==> src/rtl/nibble_protocol_responder.sv <==
// Byte-level responder between a UART pair and a compute core.
// Nibbles shift through a WIDTH-bit operand register; the core result is read back the same way.
module nibble_protocol_responder #(
    parameter int WIDTH = 368
) (
    input  logic             clk,
    input  logic             rst,
    input  logic             rx_new_byte,
    input  logic [7:0]       rx_byte,
    input  logic             tx_ready,
    output logic             tx_new_byte,
    output logic [7:0]       tx_byte,
    output logic             core_start,
    output logic [WIDTH-1:0] core_x,
    input  logic             core_done,
    input  logic [WIDTH-1:0] core_y,
    output logic             busy
);

    localparam logic [3:0] LOAD       = 4'h1;
    localparam logic [3:0] ACKLOAD    = 4'h2;
    localparam logic [3:0] COMPUTE    = 4'h3;
    localparam logic [3:0] ACKCOMPUTE = 4'h4;
    localparam logic [3:0] NACK       = 4'hF;

    typedef enum logic [1:0] {
        IDLE,
        RESP,
        START,
        BUSY
    } state_t;

    state_t           state_q, state_d;
    logic [WIDTH-1:0] sreg_q, sreg_d;
    logic [7:0]       resp_q, resp_d;

    always_comb begin
        state_d = state_q;
        sreg_d  = sreg_q;
        resp_d  = resp_q;
        unique case (state_q)
            IDLE: begin
                if (rx_new_byte) begin
                    if (rx_byte[3:0] == LOAD) begin
                        // The outgoing LSB nibble is captured before the new nibble shifts in at the top.
                        resp_d  = {sreg_q[3:0], ACKLOAD};
                        sreg_d  = {rx_byte[7:4], sreg_q[WIDTH-1:4]};
                        state_d = RESP;
                    end else if (rx_byte[3:0] == COMPUTE) begin
                        state_d = START;
                    end else begin
                        resp_d  = {4'h0, NACK};
                        state_d = RESP;
                    end
                end
            end
            RESP: begin
                if (tx_ready) begin
                    state_d = IDLE;
                end
            end
            START: begin
                state_d = BUSY;
            end
            BUSY: begin
                if (core_done) begin
                    sreg_d  = core_y;
                    resp_d  = {4'h0, ACKCOMPUTE};
                    state_d = RESP;
                end
            end
            default: begin
                state_d = IDLE;
            end
        endcase
    end

    always_ff @(posedge clk) begin
        if (rst) begin
            state_q <= IDLE;
            sreg_q  <= '0;
            resp_q  <= '0;
        end else begin
            state_q <= state_d;
            sreg_q  <= sreg_d;
            resp_q  <= resp_d;
        end
    end

    // tx_new_byte follows tx_ready directly so a reply goes out the cycle after the request.
    assign tx_new_byte = (state_q == RESP) && tx_ready;
    assign tx_byte     = (state_q == RESP) ? resp_q : 8'h00;
    assign core_start  = (state_q == START);
    assign busy        = (state_q == START) || (state_q == BUSY);
    assign core_x      = sreg_q;

endmodule

==> config.mk <==
export PLATFORM = sky130hd
export DESIGN_NAME = nibble_protocol_responder
export DESIGN_NICKNAME = d
export VERILOG_FILES = /design/src/rtl/nibble_protocol_responder.sv
export SDC_FILE = /design/constraint.sdc
export NUM_CORES = 1
export LEC_CHECK = 0
export CAP_MARGIN = 40
export CORE_AREA = 2 2 295 297
export DETAILED_ROUTE_END_ITERATION = 8
export DIE_AREA = 0 0 297 299
export GPL_TIMING_DRIVEN = 1
export PLACE_DENSITY = 0.48
export SLEW_MARGIN = 20
export SYNTH_ARGS = -nofsm -noshare
export SYNTH_HDL_FRONTEND = slang
export SYNTH_SLANG_ARGS = --single-unit
==> constraint.sdc <==
create_clock -name clk -period 4.01 [get_ports clk]
set_clock_uncertainty 0.1 [all_clocks]
set_input_delay 0.6015 -clock clk [delete_from_list [all_inputs] [get_ports clk]]
set_output_delay 0.6015 -clock clk [all_outputs]
set_load 0.005 [all_outputs]
==> results of run 1 <==
==> routing by layer <==
layer | vias to the layer above | global-route usage | share of wire
li1 | 8386 | - | -
met1 | 8934 | 0.226 | 0.41
met2 | 600 | 0.313 | 0.48
met3 | 137 | 0.0553 | 0.068
met4 | 10 | 0.0723 | 0.033
met5 | - | 0 | 0.00074
==> metrics by stage <==
step	area (um2)	utilization	total power (W)
2_1_floorplan	19900	-	0.00448
3_3_place_gp	28500	0.332	0.00524
3_5_place_dp	28500	0.332	0.00525
4_1_cts	30100	0.350	0.00972
5_1_grt	30100	0.351	0.00992
6_report	30100	0.351	0.00955
==> flip-flops by register name, indices dropped and copies added, names as in the netlist <==
register and flops:
state_q 2, resp_q 7, core_x 368
==> cells by family (layout without fill, tap and decap cells) <==
family	count (synthesis)	in the layout	share of synthesized area
and+or+nand+nor	31	31	0.0106
DFF	377	377	0.379
muxes	368	368	0.185
AOI/OAI and AO/OA	755	755	0.362
buffers and inverters	253	907	0.0635
other	0	16	0
==> cells in the mapped netlist, drive strengths merged, types with 3 or more instances <==
cell    instances  area [um2]
o211ai          5        37.5
nand4           4        25.0
dfxtp         377        7550
nor2b           3        18.8
mux2i         368        3680
a211oi        736        7080
nor2            3        11.3
nand2           4        15.0
buf           161         920
and2            9        56.3
a21oi           6        30.0
clkbuf         91         342
a21boi          4        30.0
==> where the power goes <==
| part | internal [W] | leakage [nW] | switching [W] |
|---|---|---|---|
| Sequential | 0.00384 | 3.05 | 0.0000884 |
| Combinational | 0.000668 | 4.42 | 0.000572 |
| Clock | 0.00261 | 0.772 | 0.00178 |
==> placed cells by master, fill, tap and decap left out, drive strengths merged, types with 2 or more instances in the layout <==
| cell type | count |
|---|---|
| a211oi | 736 |
| a21boi | 4 |
| a21oi | 6 |
| a221oi | 2 |
| and2 | 9 |
| buf | 64 |
| clkbuf | 80 |
| clkdlybuf4s50 | 758 |
| dfxtp | 377 |
| diode | 16 |
| inv | 3 |
| mux2i | 368 |
| nand2 | 4 |
| nand4 | 4 |
| nor2 | 3 |
| nor2b | 3 |
| o211ai | 5 |
==> how the worst max path moves through the flow <==
stage                from           to  slack, ns
4_1_cts        state_q[1]   tx_byte[3]       0.89
6_report       state_q[1]   tx_byte[3]       0.99
2_1_floorplan  state_q[0]   tx_byte[3]       2.10
3_5_place_dp   rx_byte[1]  core_x[120]       0.94
5_1_grt        state_q[1]   tx_byte[0]       0.81
3_3_place_gp   rx_byte[1]  core_x[117]       0.92
==> layout make-up <==
class | count | area [um2] | share of cell area
Multi-Input combinational cell | 1154 | 11100 | 0.369
Sequential cell | 377 | 7550 | 0.250
Clock inverter | 4 | 33.8 | 0.00112
Timing Repair Buffer | 822 | 8390 | 0.278
Clock buffer | 80 | 1550 | 0.0513
Inverter | 1 | 3.75 | 0.000125
Tap cell | 1155 | 1450 | 0.0480
Antenna cell | 16 | 40.0 | 0.00133
==> worst max-delay path: cells and delay by family, from the launching register on <==
kind | cells | cell delay [ns]
flops | 1 | 0.33
simple gates | 2 | 0.70
buf+inv | 2 | 0.71
==> run summary, run 1 <==
Crit Path Max Fanout -> 12
Final #Nets -> 2786
Area of the core -> 0.0859 mm2
Layout Cells excl Fill -> 3609
R2r startpoint -> state_q[0]
Post_cts resized -> 0
First-pass GRT wire length -> 129 mm
Total GRT Usage -> 0.187
Netlist cell types -> 29
Setup Buffers After CTS -> 0
Final worst slack -> 0.989 ns
Setup WS pre-CTS -> 0.938 ns
Syn Area/Cell -> 11.2 um2
Number of global-route vias before repair -> 19000
Worst setup EP type -> output port
Via-per-instance ratio -> 5.01
Grt total ovfl -> 0
Max Slew Vio Count -> 0
Number of cells after detailed placement -> 3509
Min-delay src -> resp_q[1]
Setup TNS -> 0 ns
Routed WL -> 87.3 mm
Die X -> 297 um
IR drop worst, VDD -> 0.000207 V
WS Path Type -> reg2out
Leakage -> 8.24 nW
Via count -> 18100
CTS tree -> done
Post-synth ARST share -> 0
Share of cells above drive strength 1 -> 0.185
Hold_buf cts -> 0
Final setup viols -> 0
DR iter-0 viols -> 886
Seq/Total Area, Yosys -> 0.379
EDFF count, synth -> 0
Hold depth -> 2
Port bufs -> 759
Largest net degree at the start of global routing -> 177
Max Clk Rate -> 331 MHz
Antenna Nets Post-Route -> 0
Final hold viol count -> 0
Synth Flop Type -> dfxtp_1
Routability cong. -> 0.823
RSZ-0062 raised after global routing -> false
H-tree depth -> 2
Clk buf depth -> 3
Starting Density -> 0.232
Max-cap violations -> 0
Fin Hold WS -> 0.351 ns
Placement Rows -> 108
Synth Warn # -> 0
Critical-path cell list -> buf_4 -> nor2b_1 -> and2_1 -> clkdlybuf4s50_1
Die span in y -> 299 um
Clock Pin Slew Worst Setup and Hold Paths -> 0.05 ns
WL per Instance -> 24.2 um
Reg2Reg Depth -> 5
Die ar. -> 0.0888 mm2
I/O pins -> 760
Syn nets -> 2165
Worst path max stage delay -> 0.52 ns
Cell Area, Synth -> 0.0199 mm2
FF-to-FF End -> core_x[28]
Worst hold path type -> reg2reg
CTS Buf Count -> 49
Status -> finished clean
Final period util -> 0.753
Initial antenna violation count -> 19
Power per cell area -> 317 mW/mm2
Clock root cell -> clkbuf_16
Clk sinks -> 377
Crit path required time -> 3.31 ns
Data arrival, critical path -> 2.32 ns
R2R setup slack -> 1.42 ns
Crit path time final -> 3.02 ns
Fill cell count -> 8655
Startpoint Class -> flip-flop
DR pass1 iterations -> 4
Hold endpoint -> resp_q[1]
#FFs+latches synth -> 377
Layout area overhead -> 51.3%
CP max-delay cell -> clkdlybuf4s50_1
Synthesized instance count -> 1784
DP HPWL -> 60.5 mm
DRC violations left -> 0
Slew @ Worst Pin -> 1.06 ns
Slew HR -> 0.295
Later-pin clock latency in the skew report -> 0.59 ns
(Power assumes the default switching activity.)
==> run 2, diff against run 1 <==
- clock period: 4.01 -> 2.9 ns (I/O delays scaled with it)
==> run 2 against run 1 <==
Net effect: critical path depth decreased by 1; worst setup slack got worse by 0.80 ns; final area increased by 1.6%; flip-flop and latch count unchanged.
==> run summary, run 2 (synthesis gave the netlist of run 1 again) <==
Clock network power share -> 0.453
CTS tree -> done
Worst setup EP type -> output port
Sw power -> 0.00340 W
Total GRT Usage -> 0.186
Routed WL -> 87.1 mm
Antenna Nets Post-Route -> 0
Startpoint Class -> flip-flop
Number of cells after detailed placement -> 3545
Power per cell area -> 430 mW/mm2
Leakage -> 8.49 nW
Max-cap violations -> 0
H-tree depth -> 2
RSZ-0062 raised after global routing -> false
WL per Instance -> 23.9 um
Die span in y -> 299 um
Number of global-route vias before repair -> 18900
CP Depth -> 3
WS Path Type -> reg2out
Via count -> 18200
Most common cell after layout, fill and taps aside -> clkdlybuf4s50_1
Final #Nets -> 2821
Via-per-instance ratio -> 5.00
Hold_buf cts -> 0
Slew HR -> 0.510
Port bufs -> 759
Largest net degree at the start of global routing -> 70
Data arrival, critical path -> 2.18 ns
Pwr Total -> 0.0132 W
Worst hold path type -> in2reg
Hold depth -> 2
DRC violations left -> 0
CTS Buf Count -> 48
Placement Rows -> 108
Area of the core -> 0.0859 mm2
Grt total ovfl -> 0
Int Power -> 0.00976 W
Layout area overhead -> 53.8%
DR iter-0 viols -> 949
I/O pins -> 760
CP top delay family -> simple AND/OR/NAND/NOR gates
Fill cell count -> 8578
Status -> finished clean
Crit path time final -> 2.71 ns
Share of cells above drive strength 1 -> 0.198
IR drop worst, VDD -> 0.000373 V
Clk buf depth -> 3
Routability cong. -> 0.830
Layout Cells excl Fill -> 3642
Final hold viol count -> 0
Buf/Inv on CP -> 1
Clock Pin Slew Worst Setup and Hold Paths -> 0.06 ns
Initial antenna violation count -> 19
Sequential share of power -> 0.412
Setup Buffers After CTS -> 0
Clk sinks -> 377
Die ar. -> 0.0888 mm2
Setup TNS -> 0 ns
Final setup viols -> 0
Max Slew Vio Count -> 0
Max reg flops -> 368
Worst path max stage delay -> 0.54 ns
DP HPWL -> 63.4 mm
Crit Path Max Fanout -> 8
Clock root cell -> clkbuf_16
Combinational share of power -> 0.134
Crit path required time -> 2.37 ns
Critical-path cell list -> nor2b_1 -> and2_1 -> clkdlybuf4s50_1
Starting Density -> 0.232
Later-pin clock latency in the skew report -> 0.58 ns
Sw frac -> 0.259
DR pass1 iterations -> 5
Die X -> 297 um
CP max-delay cell -> clkdlybuf4s50_1
Post_cts resized -> 0
Most frequent cells in the layout -> clkdlybuf4s50_1, a211oi_1, dfxtp_1, mux2i_1, a211oi_2
Final period util -> 0.935
Reg2Reg Depth -> 6
First-pass GRT wire length -> 129 mm
Slew @ Worst Pin -> 0.715 ns
Max Clk Rate -> 369 MHz
==> run 2: worst register-to-register path, stage by stage, from the launching register on <==
cell and delay (ns):
dfxtp_1 0.34, buf_4 0.20, and2_4 0.35, buf_12 0.22, buf_12 0.36, mux2i_1 0.43, a211oi_2 0.12
==> run 2: per-stage QoR <==
| step | hold slack [ns] | util | worst slack, ns | cell area, um2 |
|---|---|---|---|---|
| finish | 0.279 | 0.356 | 0.190 | 30600 |
| global route | 0.289 | 0.356 | 0.0913 | 30600 |
| CTS | 0.260 | 0.356 | 0.154 | 30600 |
| detailed placement | 0.347 | 0.338 | 0.282 | 29100 |
| global placement | 0.339 | 0.338 | 0.308 | 29100 |
| floorplan | 0.332 | - | 1.15 | 19900 |
==> run 2: path summary, 6_finish.rpt <==
kind,start,to,slack (ns)
worst max-delay path,state_q[0],tx_byte[0],0.19
worst min-delay path,rst,core_x[295],0.28
worst max register to register,state_q[0],core_x[188],0.65
worst min register to register,resp_q[1],resp_q[1],0.35
==> run 2: final cells by class <==
cell class | instances | area [um2] | share of cell area
Inverter | 1 | 3.75 | 0.000123
Clock buffer | 74 | 1430 | 0.0467
Tap cell | 1155 | 1450 | 0.0472
Clock inverter | 15 | 120 | 0.00392
Timing Repair Buffer | 858 | 8930 | 0.292
Antenna cell | 8 | 20.0 | 0.000654
Sequential cell | 377 | 7550 | 0.246
Multi-Input combinational cell | 1154 | 11100 | 0.363
==> run 2: metal layers <==
| metal | share of wire | GRT usage | up-vias | routed length [um] |
|---|---|---|---|---|
| li1 | - | - | 8449 | - |
| met1 | 0.42 | 0.226 | 9026 | 36300 |
| met2 | 0.50 | 0.323 | 604 | 43300 |
| met3 | 0.065 | 0.0503 | 104 | 5670 |
| met4 | 0.019 | 0.0480 | 18 | 1680 |
| met5 | 0.0015 | 0 | - | 129 |
==> run 2: power groups by stage <==
stage | combinational (W) | clock, W | sequential, W
floorplan | 0.000696 | 0 | 0.00550
global placement | 0.00177 | 0 | 0.00554
detailed placement | 0.00177 | 0 | 0.00554
CTS | 0.00178 | 0.00615 | 0.00543
global route | 0.00188 | 0.00634 | 0.00544
finish | 0.00177 | 0.00597 | 0.00543
==> run 3, diff against run 2 <==
- clock period: 2.9 -> 3.42 ns (I/O delays scaled with it)
==> run 3 against run 2 <==
Net effect: clock-buffer cell count up 1; sequential share of layout area up 0.18 points; via count down 0.26%; combinational power down 17%; largest power group unchanged; highest routed layer unchanged.
==> run summary, run 3 (synthesis gave the netlist of run 1 again) <==
I/O pins -> 760
Via count -> 18200
Startpoint Class -> flip-flop
Clk sinks -> 377
Largest net degree at the start of global routing -> 130
Die X -> 297 um
Routability cong. -> 0.828
Sw power -> 0.00290 W
Antenna Nets Post-Route -> 0
DP HPWL -> 62.2 mm
Area of the core -> 0.0859 mm2
Layout area overhead -> 52.7%
Clk buf depth -> 3
Via-per-instance ratio -> 5.00
Pwr Total -> 0.0112 W
Placement Rows -> 108
Worst setup EP type -> output port
Slew @ Worst Pin -> 0.795 ns
Slew HR -> 0.470
Max Slew Vio Count -> 0
Starting Density -> 0.232
Crit Path Max Fanout -> 8
First-pass GRT wire length -> 129 mm
Share of cells above drive strength 1 -> 0.195
Hold_buf cts -> 0
Routed WL -> 87.0 mm
Clock network power share -> 0.459
CTS Buf Count -> 50
Final setup viols -> 0
Later-pin clock latency in the skew report -> 0.58 ns
Die span in y -> 299 um
Number of global-route vias before repair -> 19200
WL per Instance -> 23.9 um
DR pass1 iterations -> 4
H-tree depth -> 2
Global routing's busiest layer -> met2
Sw frac -> 0.258
Clock root cell -> clkbuf_16
R2R setup slack -> 1.00 ns
Total GRT Usage -> 0.186
Post_cts resized -> 0
Leakage -> 8.41 nW
Int Power -> 0.00833 W
Combinational share of power -> 0.131
Status -> finished clean
Initial antenna violation count -> 18
Max reg flops -> 368
WS Path Type -> reg2out
Layout Cells excl Fill -> 3634
Met3 usage -> 0.0506
RSZ-0062 raised after global routing -> false
Port bufs -> 759
Power per cell area -> 369 mW/mm2
Most common cell after layout, fill and taps aside -> clkdlybuf4s50_1
Max Clk Rate -> 337 MHz
Sequential share of power -> 0.410
Most frequent cells in the layout -> clkdlybuf4s50_1, a211oi_1, dfxtp_1, mux2i_1, a211oi_2
GR Util met1 -> 0.226
Crit path time final -> 2.97 ns
DR iter-0 viols -> 828
Data arrival, critical path -> 2.36 ns
Number of cells after detailed placement -> 3535
Setup TNS -> 0 ns
Final hold viol count -> 0
Clock Pin Slew Worst Setup and Hold Paths -> 0.06 ns
Final #Nets -> 2813
Max-cap violations -> 0
Fin Hold WS -> 0.363 ns
Final period util -> 0.869
IR drop worst, VDD -> 0.000294 V
Crit path required time -> 2.81 ns
Setup Buffers After CTS -> 0
Met2 GRT Util -> 0.322
CTS tree -> done
DRC violations left -> 0
Die ar. -> 0.0888 mm2
Worst hold path type -> in2reg
Grt total ovfl -> 0
[run 3: cell types whose count changed in the layout (fill, tap and decap cells not counted), moves of 2 or more]
cell	before	now
buf_12	47	32
clkinv_4	2	0
diode_2	8	10
buf_4	52	57
inv_6	2	4
clkinv_2	8	6
[run 3: critical path: stages, from the launching register on]
cell             delay, ns
dfxtp_1               0.41
nor2b_1               0.55
and2_1                0.30
clkdlybuf4s50_1       0.53
[run 3: area by class of cell]
class | count | area, um2
flip-flops and latches | 377 | 7550
diodes | 10 | 25.0
well taps | 1155 | 1450
clock buffers | 75 | 1470
repair buffers | 848 | 8670
fillers | 8623 | 55500
clock inverters | 14 | 126
inverters | 1 | 3.75
multi-input cells | 1154 | 11100
[run 3: path summary, 6_finish.rpt]
check             cells past startpoint       start           to
setup / recovery                      3  state_q[1]   tx_byte[0]
hold / removal                        2         rst  core_x[298]
hold reg to reg                       2   resp_q[1]    resp_q[1]
setup reg to reg                      6  state_q[1]  core_x[342]
[run 3: routing by layer]
metal | vias to the layer above | wire length, um
met5 | - | 83
met4 | 12 | 1910
met3 | 108 | 5500
met2 | 589 | 42800
met1 | 9001 | 36700
li1 | 8443 | -
[run 3: metrics by stage]
stage	util	cell area [um2]	setup WS (ns)
after floorplan	-	19900	1.60
after global placement	0.335	28800	0.467
after detailed placement	0.335	28800	0.435
after CTS	0.354	30400	0.386
after global routing	0.354	30400	0.333
final	0.354	30400	0.449
[run 3: power groups by stage]
stage	Sequential (W)	Clock (W)	Combinational, W
floorplan	0.00467	0	0.000590
global placement	0.00470	0	0.00146
detailed placement	0.00470	0	0.00147
CTS	0.00460	0.00531	0.00148
global route	0.00461	0.00547	0.00156
finish	0.00460	0.00515	0.00147
